`src/rtl/disp_pkg.sv`:
```
// Shared types and constants for the seven-segment scan controller.
package disp_pkg;

    typedef enum logic [0:0] {
        ST_BLANK = 1'b0,
        ST_ON    = 1'b1
    } state_e;

    localparam int unsigned DEF_N_DIG     = 3;
    localparam int unsigned DEF_PRESC_W   = 16;
    localparam int unsigned DEF_PRESC_DIV = 10000;
    localparam int unsigned DEF_BLANK_CYC = 8;

    // Glyphs as {g,f,e,d,c,b,a}, active-high
    localparam logic [6:0] SEG_0 = 7'h3F;
    localparam logic [6:0] SEG_1 = 7'h06;
    localparam logic [6:0] SEG_2 = 7'h5B;
    localparam logic [6:0] SEG_3 = 7'h4F;
    localparam logic [6:0] SEG_4 = 7'h66;
    localparam logic [6:0] SEG_5 = 7'h6D;
    localparam logic [6:0] SEG_6 = 7'h7D;
    localparam logic [6:0] SEG_7 = 7'h07;
    localparam logic [6:0] SEG_8 = 7'h7F;
    localparam logic [6:0] SEG_9 = 7'h6F;
    localparam logic [6:0] SEG_A = 7'h77;
    localparam logic [6:0] SEG_B = 7'h7C;
    localparam logic [6:0] SEG_C = 7'h39;
    localparam logic [6:0] SEG_D = 7'h5E;
    localparam logic [6:0] SEG_E = 7'h79;
    localparam logic [6:0] SEG_F = 7'h71;

endpackage

```
`src/rtl/seg7_hex_dec.sv`:
```
// Combinational hex nibble to seven-segment glyph decoder.
module seg7_hex_dec
    import disp_pkg::*;
(
    input  logic [3:0] nib,
    output logic [6:0] seg_c
);

    always_comb begin
        seg_c = SEG_0;
        case (nib)
            4'h0: seg_c = SEG_0;
            4'h1: seg_c = SEG_1;
            4'h2: seg_c = SEG_2;
            4'h3: seg_c = SEG_3;
            4'h4: seg_c = SEG_4;
            4'h5: seg_c = SEG_5;
            4'h6: seg_c = SEG_6;
            4'h7: seg_c = SEG_7;
            4'h8: seg_c = SEG_8;
            4'h9: seg_c = SEG_9;
            4'hA: seg_c = SEG_A;
            4'hB: seg_c = SEG_B;
            4'hC: seg_c = SEG_C;
            4'hD: seg_c = SEG_D;
            4'hE: seg_c = SEG_E;
            4'hF: seg_c = SEG_F;
            default: seg_c = SEG_0;
        endcase
    end

endmodule

```
`src/rtl/disp_scan_ctrl.sv`:
```
// Multiplexed seven-segment scan controller with blank gaps and frame-aligned
// double-buffered updates. Optional brightness gating via DISP_DIM_EN.
module disp_scan_ctrl
    import disp_pkg::*;
#(
    parameter int unsigned N_DIG     = DEF_N_DIG,
    parameter int unsigned PRESC_W   = DEF_PRESC_W,
    parameter int unsigned PRESC_DIV = DEF_PRESC_DIV,
    parameter int unsigned BLANK_CYC = DEF_BLANK_CYC
) (
    input  logic                 clk,
    input  logic                 rst,
`ifdef DISP_DIM_EN
    input  logic [3:0]           bright,
`endif
    input  logic                 upd_valid,
    input  logic [4*N_DIG-1:0]   upd_data,
    output logic                 upd_ready,
    output logic [N_DIG-1:0]     transistor,
    output logic [6:0]           d7sp,
    output logic                 frame_tick
);

    localparam int unsigned IDX_W = (N_DIG > 1) ? $clog2(N_DIG) : 1;
    localparam int unsigned DAT_W = 4 * N_DIG;
    localparam logic [PRESC_W-1:0] BLANK_LAST = PRESC_W'(BLANK_CYC - 1);
    localparam logic [PRESC_W-1:0] ON_LAST    = PRESC_W'(PRESC_DIV - 1);
    localparam logic [IDX_W-1:0]   IDX_LAST   = IDX_W'(N_DIG - 1);

    state_e             state, state_n;
    logic [PRESC_W-1:0] cnt, cnt_n;
    logic [IDX_W-1:0]   idx, idx_n;
    logic [DAT_W-1:0]   active, active_n, shadow, shadow_n;
    logic               pend, pend_n;
    logic               boundary, xfer, commit;
    logic [3:0]         nib;
    logic [6:0]         seg_dec;
    logic [N_DIG-1:0]   transistor_n;
    logic [6:0]         d7sp_n;
    logic               frame_tick_n, upd_ready_n;
`ifdef DISP_DIM_EN
    logic [3:0]         sub, sub_n;
`endif

    seg7_hex_dec u_dec (
        .nib   (nib),
        .seg_c (seg_dec)
    );

    // State and output registers
    always_ff @(posedge clk) begin
        if (rst) begin
            state      <= ST_BLANK;
            cnt        <= '0;
            idx        <= '0;
            active     <= '0;
            shadow     <= '0;
            pend       <= 1'b0;
            transistor <= '0;
            d7sp       <= '0;
            frame_tick <= 1'b0;
            upd_ready  <= 1'b1;
`ifdef DISP_DIM_EN
            sub        <= '0;
`endif
        end else begin
            state      <= state_n;
            cnt        <= cnt_n;
            idx        <= idx_n;
            active     <= active_n;
            shadow     <= shadow_n;
            pend       <= pend_n;
            transistor <= transistor_n;
            d7sp       <= d7sp_n;
            frame_tick <= frame_tick_n;
            upd_ready  <= upd_ready_n;
`ifdef DISP_DIM_EN
            sub        <= sub_n;
`endif
        end
    end

    // Scan sequencing and shadow/active buffer next values
    always_comb begin
        state_n  = state;
        cnt_n    = cnt + PRESC_W'(1);
        idx_n    = idx;
        boundary = 1'b0;
        case (state)
            ST_BLANK: begin
                if (cnt == BLANK_LAST) begin
                    state_n = ST_ON;
                    cnt_n   = '0;
                end
            end
            ST_ON: begin
                if (cnt == ON_LAST) begin
                    state_n = ST_BLANK;
                    cnt_n   = '0;
                    if (idx == IDX_LAST) begin
                        idx_n    = '0;
                        boundary = 1'b1;
                    end else begin
                        idx_n = idx + IDX_W'(1);
                    end
                end
            end
            default: state_n = ST_BLANK;
        endcase

        xfer     = upd_valid && upd_ready;
        commit   = boundary && pend;
        active_n = commit ? shadow : active;
        shadow_n = xfer ? upd_data : shadow;
        pend_n   = commit ? 1'b0 : (xfer ? 1'b1 : pend);

        nib = '0;
        for (int i = 0; i < int'(N_DIG); i++) begin
            if (idx_n == IDX_W'(i)) nib = active_n[4*i +: 4];
        end
    end

    // Registered output values; segments only change on entry to or within BLANK
    always_comb begin
        transistor_n = '0;
        d7sp_n       = d7sp;
        frame_tick_n = boundary;
        upd_ready_n  = !pend_n;
`ifdef DISP_DIM_EN
        sub_n = (state == ST_BLANK && state_n == ST_ON) ? 4'd0 : sub + 4'd1;
        if (state_n == ST_ON && sub_n <= bright) transistor_n = N_DIG'(1) << idx_n;
`else
        if (state_n == ST_ON) transistor_n = N_DIG'(1) << idx_n;
`endif
        if (state_n == ST_BLANK) d7sp_n = seg_dec;
    end

endmodule
```
`config.mk`:
```
export PLATFORM = sky130hd
export DESIGN_NAME = disp_scan_ctrl
export DESIGN_NICKNAME = d
export VERILOG_FILES = /design/src/rtl/disp_pkg.sv /design/src/rtl/seg7_hex_dec.sv /design/src/rtl/disp_scan_ctrl.sv
export SDC_FILE = /design/constraint.sdc
export NUM_CORES = 1
export LEC_CHECK = 0
export CAP_MARGIN = 20
export CELL_PAD_IN_SITES_DETAIL_PLACEMENT = 1
export CELL_PAD_IN_SITES_GLOBAL_PLACEMENT = 1
export CORE_MARGIN = 4
export CORE_UTILIZATION = 42
export CTS_CLUSTER_DIAMETER = 80
export CTS_CLUSTER_SIZE = 10
export DETAILED_ROUTE_END_ITERATION = 7
export MAX_ROUTING_LAYER = met4
export PLACE_DENSITY = 0.77
export SLEW_MARGIN = 20
export SYNTH_ARGS = -nofsm -noshare
export SYNTH_HDL_FRONTEND = slang
export SYNTH_SLANG_ARGS = --single-unit
```
`constraint.sdc`:
```
create_clock -name clk -period 4.15 [get_ports clk]
set_clock_uncertainty 0.1 [all_clocks]
set_input_delay 0.83 -clock clk [delete_from_list [all_inputs] [get_ports clk]]
set_output_delay 0.83 -clock clk [all_outputs]
set_load 0.01 [all_outputs]
```
==> run metrics, run 1 <==
Metal-1 WL around 3.2 mm; Mapped Area between 2000 and 3000 um2; Setup Viol. Count Final 0; Net Count, Synth roughly 350; met2 WL between 3 and 4 mm; clock buffer depth 2; clock sinks 56; vias in the first global route between 2000 and 2500; Fin. Hold Viols 0; Final Core Density 51.4%; drt via density about 5.5; # DRC 0; largest net degree at the start of global routing 24; RSZ-0062 raised after global routing false; f_max between 200 and 300 MHz; Ports 27; setup TNS 0 ps; CP max FO 13; Hold/Removal Path Class reg2reg; crit path cell chain or4_4, or2_4, or3_1, o2111ai_1, nand3_1, inv_1, ha_1, inv_1, nor3_1, o21ai_0, a32o_1; met3 WL around 270 um; Nets 375; first-pass GRT wire length roughly 11 mm; post-cts resize count 0; delay-heaviest family, CP simple AND/OR/NAND/NOR gates; ANT cells 0; fin area 3110 um2; Buf/Inv on CP 2; # H-tree levels 2; Antenna Violating Nets Remaining 0; total wire length between 6 and 7 mm; area of the die 7720 um2; Max Slew Vio Count 0; Tot Pwr between 0.0009 and 0.001 W; period utilization between 80 and 90%; DRT iter0 DRCs 81; clock-pin slew on the worst setup and hold paths 100 ps; Area Growth Syn to Fin 16.2%; CP max stage cell or3_1; Seq/Total Area, Yosys a little over two fifths; row count 28; LEAKAGE approximately 1.1 nW; initial antenna violation count 0; core area 6060 um2; Worst Path Required 4260 ps; most frequent cells in the layout nand2_1 (68), dfxtp_1 (56), nor2_1 (34); vias between 2000 and 2500; Worst setup EP type register; ys flop type dfxtp_1; max_slew headroom a little under half; GRT Overall Usage 18.6%; max-capacitance violation count 0; Crit Path Class reg2reg; gr ovfl total 0; most used cell, CP inv_1; FILL cells roughly 730; Initial Util 44.2%; cells after synthesis 330; Slew @ Worst Pin between 700 and 800 ps; CTS root buf clkbuf_8; per-cell routed wire length between 15 and 20 um; later-pin clock latency in the skew report roughly 310 ps; Routability Congestion about 0.87; commonest non-fill, non-tap cell in the layout nand2_1; status completed; Synth cell types 53; hold slack final 349 ps; Synthesis Warnings 0; Slowest Stage Delay on Critical Path slightly below 600 ps; async set-reset flop share out of synthesis 0%; syn avg cell area around 8.1 um2; CTS Buf Count 5; Power Density between 300 and 400 nW/um2; TritonCTS clock tree built; layout cells sized above 1 between 6 and 7%; post-CTS setup buffers 0; top sig layer met4; Area after DPL roughly 3000 um2; detailed placement HPWL around 5 mm; crit path time final 3570 ps; Worst setup SP type register; die height between 80 and 90 um; Chip Width 87.9 um; number of synthesized flops with an enable pin 0; hold buffers post-CTS 0; number of synthesized register bits 56; DRT Pass-1 Iters 4; Port Buffer Count 26; Worst IR Drop VDD 0.189 mV; Worst EP arrival 3680 ps
==> worst paths after layout <==
| kind | from | end | slack [ps] | cells after the start |
|---|---|---|---|---|
| worst max-delay path | cnt[5] | d7sp[3] | 580 | 11 |
| worst min-delay path | d7sp[5] | d7sp[5] | 350 | 2 |
| worst max register to register | cnt[5] | d7sp[3] | 580 | 11 |
| worst min register to register | d7sp[5] | d7sp[5] | 350 | 2 |
==> final cells by class <==
class	instances	area, um2	share of cell area (%)
Clock buffer	6	82.6	2.65
Clock inverter	2	38.8	1.25
Inverter	11	41.3	1.33
Multi-Input combinational cell	250	1460	46.9
Sequential cell	56	1120	36.0
Tap cell	75	93.8	3.01
Timing Repair Buffer	28	275	8.84
==> kinds of logic after synthesis <==
| logic type | share of synthesized area (%) |
|---|---|
| flops | 41.8 |
| fa+ha+maj | 3.73 |
| compound gates | 17.9 |
| xor+xnor | 4.58 |
| buf+inv | 3.69 |
| mux | 0.747 |
| simple gates | 27.5 |
==> metal layers <==
metal / track usage, % / vias to the layer above
met1: 25.3 / 1116
met4: 4.46 / 0
met3: 2.92 / 8
li1: - / 1197
met5: - / -
met2: 28.9 / 42
==> registers in the layout, summed over array words and instances (netlist names) <==
signal and flops:
d7sp 7, active 12, transistor 3, pend 1, state 1, upd_ready 1, frame_tick 1, idx 2
shadow 12, cnt 16
==> per-stage QoR <==
| stage | std cells | worst slack, ps |
|---|---|---|
| 2_1_floorplan | 330 | 961 |
| 3_3_place_gp | 420 | 688 |
| 3_5_place_dp | 420 | 562 |
| 4_1_cts | 428 | 541 |
| 5_1_grt | 428 | 185 |
| 6_report | 428 | 580 |
==> Yosys cell counts, drive strengths merged, types with 3 or more instances <==
cell type | count | area share (%)
or3 | 4 | 0.93
buf | 4 | 0.89
o21ai | 7 | 1.3
ha | 8 | 3.7
nand2 | 69 | 9.8
inv | 10 | 1.4
clkbuf | 9 | 1.3
or4 | 5 | 2.0
nand3 | 15 | 2.8
nor3 | 8 | 1.5
and3 | 5 | 1.2
xnor2 | 7 | 2.3
o211ai | 4 | 1.1
nand4 | 8 | 1.9
xor2 | 7 | 2.3
dfxtp | 56 | 42
a211oi | 4 | 1.5
nor2 | 35 | 5.2
o31ai | 3 | 0.84
a32o | 4 | 1.5
a21oi | 29 | 5.4
==> power by group <==
group | internal [W] | switching (W) | leakage, nW | total (W)
clock | 0.000198 | 0.000179 | 0.0614 | 0.000377
combinational | 0.0000314 | 0.0000299 | 0.565 | 0.0000613
sequential | 0.000552 | 0.00000938 | 0.456 | 0.000562
total | 0.000781 | 0.000219 | 1.08 | 0.00100
==> worst reg2reg max path: stages (launching register included) <==
cell and delay [ps]:
dfxtp_1 370, or4_4 570, or2_4 310, or3_1 580, o2111ai_1 310, nand3_1 230
inv_1 170, ha_1 200, inv_1 60, nor3_1 200, o21ai_0 120, a32o_1 260
(Power assumes the default switching activity.)
==> run 2, diff against run 1 <==
- REMOVE_ABC_BUFFERS: default -> 1
==> run 2 against run 1 <==
Against the previous run:
- die area unchanged
- sequential power about the same
- critical path type unchanged
- cell count up 0.23%
==> run metrics, run 2 (synthesis results as in run 1) <==
status completed; WP depth 12 (+1); Largest register FFs 16 (unchanged); f_max 294 MHz (+4.9%); switching part of the total power 22.3% (+0.49 points); Port Buffer Count 26 (unchanged); Power Density 316 nW/um2 (-1.7%); Final Non-Filler Cells 429 (+0.23%); CTS Buf Count 5 (unchanged); Slew @ Worst Pin 857 ps (+62.4 ps); fin area 3110 um2 (about the same); LEAKAGE 1.08 nW (-0.29%); crit path time final 3400 ps (-166 ps); hold buffers post-CTS 0 (unchanged); later-pin clock latency in the skew report 310 ps (about the same); commonest non-fill, non-tap cell in the layout nand2_1; setup TNS 0 ps (unchanged); Int Pwr 0.000763 W (-2.4%); reg2reg end d7sp[3]; row count 28 (unchanged); biggest regs cnt (16), active (12), shadow (12); ANT cells 0 (unchanged); Worst Path Required 4260 ps (about the same); drt via density 5.61 (+1.5%); CP max stage cell or3_1; die height 87.9 um (unchanged); R2R Setup Slk 750 ps (+170 ps); first-pass GRT wire length 11.5 mm (+4.1%); Worst Setup EP d7sp[3]; Switch Pwr 0.000219 W (+0.38%); Slowest Stage Delay on Critical Path 530 ps (-50 ps); Worst setup EP type register; area of the die 7720 um2 (unchanged); Top reg by flops cnt; Antenna Violating Nets Remaining 0 (unchanged); Buf/Inv on CP 2 (unchanged); clock power share 36.6% (-1.1 points); Setup Viol. Count Final 0 (unchanged); most frequent cells in the layout nand2_1 (68), dfxtp_1 (56), nor2_1 (34); Reg-to-Reg Start cnt[0]; CP startpoint cnt[0]; Nets 376 (+0.27%); detailed placement HPWL 4.97 mm (-0.35%); Routability Congestion 0.845 (-2.5%); vias 2405 (+1.8%); Worst setup SP type register; core area 6060 um2 (unchanged); max_slew headroom 42.7% (-4.2 points); period utilization 82.0% (-4.0 points); layout cells sized above 1 7.06% (+0.26 points); Worst Reg-to-Reg Cells 12 (+1); Final WS setup 746 ps (+166 ps); Fin. Hold Viols 0 (unchanged); Ports 27 (unchanged); Inst Count DP 421 (+0.24%); total wire length 6.66 mm (+1.6%); initial antenna violation count 0 (unchanged); delay-heaviest family, CP simple AND/OR/NAND/NOR gates; per-cell routed wire length 15.5 um (+1.4%); clock buffer depth 2 (unchanged); gr ovfl total 0 (unchanged); CP max FO 13 (unchanged); Logic pwr share 6.2% (about the same); CTS root buf clkbuf_8; GRT Overall Usage 19.3% (+0.69 points); Chip Width 87.9 um (unchanged); part of the power in registers 57.2% (+1.0 points); vias in the first global route 2430 (+3.8%); TritonCTS clock tree built; Hold/Removal Path Class reg2reg; largest net degree at the start of global routing 26 (+8.3%); # H-tree levels 2 (unchanged); Area Growth Syn to Fin 16.1% (about the same); Worst EP arrival 3520 ps (-160 ps); Crit Path Class reg2reg; DRT Pass-1 Iters 4 (unchanged); max-capacitance violation count 0 (unchanged); crit path cell chain ha_1, nand4_1, or3_1, or3_1, o2111ai_1, nand3_1, inv_1, ha_1, inv_1, nor3_1, o21ai_0, a32o_1; post-CTS setup buffers 0 (unchanged); DRT iter0 DRCs 109 (+35%); clock sinks 56 (unchanged); clock-pin slew on the worst setup and hold paths 100 ps (about the same); Initial Util 44.2% (unchanged); Worst IR Drop VDD 0.189 mV (+0.11%); RSZ-0062 raised after global routing false; # DRC 0 (unchanged); dpl ws 778 ps (+216 ps); Area after DPL 3000 um2 (+0.25%); Max Slew Vio Count 0 (unchanged); post-cts resize count 0 (unchanged)
-- run 2: power by group through the flow --
| stage | logic (W) | clock network, W | registers (W) |
|---|---|---|---|
| final | 0.0000607 | 0.000359 | 0.000562 |
| after global placement | 0.0000604 | 0 | 0.000573 |
| after global routing | 0.0000682 | 0.000393 | 0.000565 |
| after detailed placement | 0.0000615 | 0 | 0.000574 |
| after CTS | 0.0000617 | 0.000370 | 0.000562 |
| after floorplan | 0.0000250 | 0 | 0.000574 |
-- run 2: layout make-up --
type	instances	area, um2
Tap cell	75	93.8
Timing Repair Buffer	29	283
Sequential cell	56	1120
Multi-Input combinational cell	250	1460
Inverter	11	41.3
Clock buffer	5	68.8
Clock inverter	3	42.5
Fill cell	747	2950
-- run 2: routing by layer --
| layer | GRT usage (%) | part of all wire, % | vias up |
|---|---|---|---|
| li1 | - | - | 1203 |
| met1 | 25.9 | 49 | 1145 |
| met2 | 29.9 | 46 | 51 |
| met3 | 3.48 | 4.1 | 6 |
| met4 | 5.02 | 0.93 | 0 |
| met5 | - | 0 | - |
-- run 2: how the worst min path moves through the flow --
| stage | cells past startpoint | from | end |
|---|---|---|---|
| 2_1_floorplan | 1 | cnt[0] | cnt[0] |
| 3_3_place_gp | 1 | cnt[0] | cnt[0] |
| 3_5_place_dp | 1 | cnt[0] | cnt[0] |
| 4_1_cts | 1 | cnt[0] | cnt[0] |
| 5_1_grt | 2 | d7sp[4] | d7sp[4] |
| 6_report | 1 | cnt[0] | cnt[0] |
-- run 2: through the flow --
step	util [%]	hold slack (ps)	total power, W
finish	51.3	350	0.000982
detailed placement	49.5	340	0.000636
global route	51.3	377	0.00103
CTS	51.3	355	0.000993
floorplan	-	313	0.000599
global placement	49.5	325	0.000634
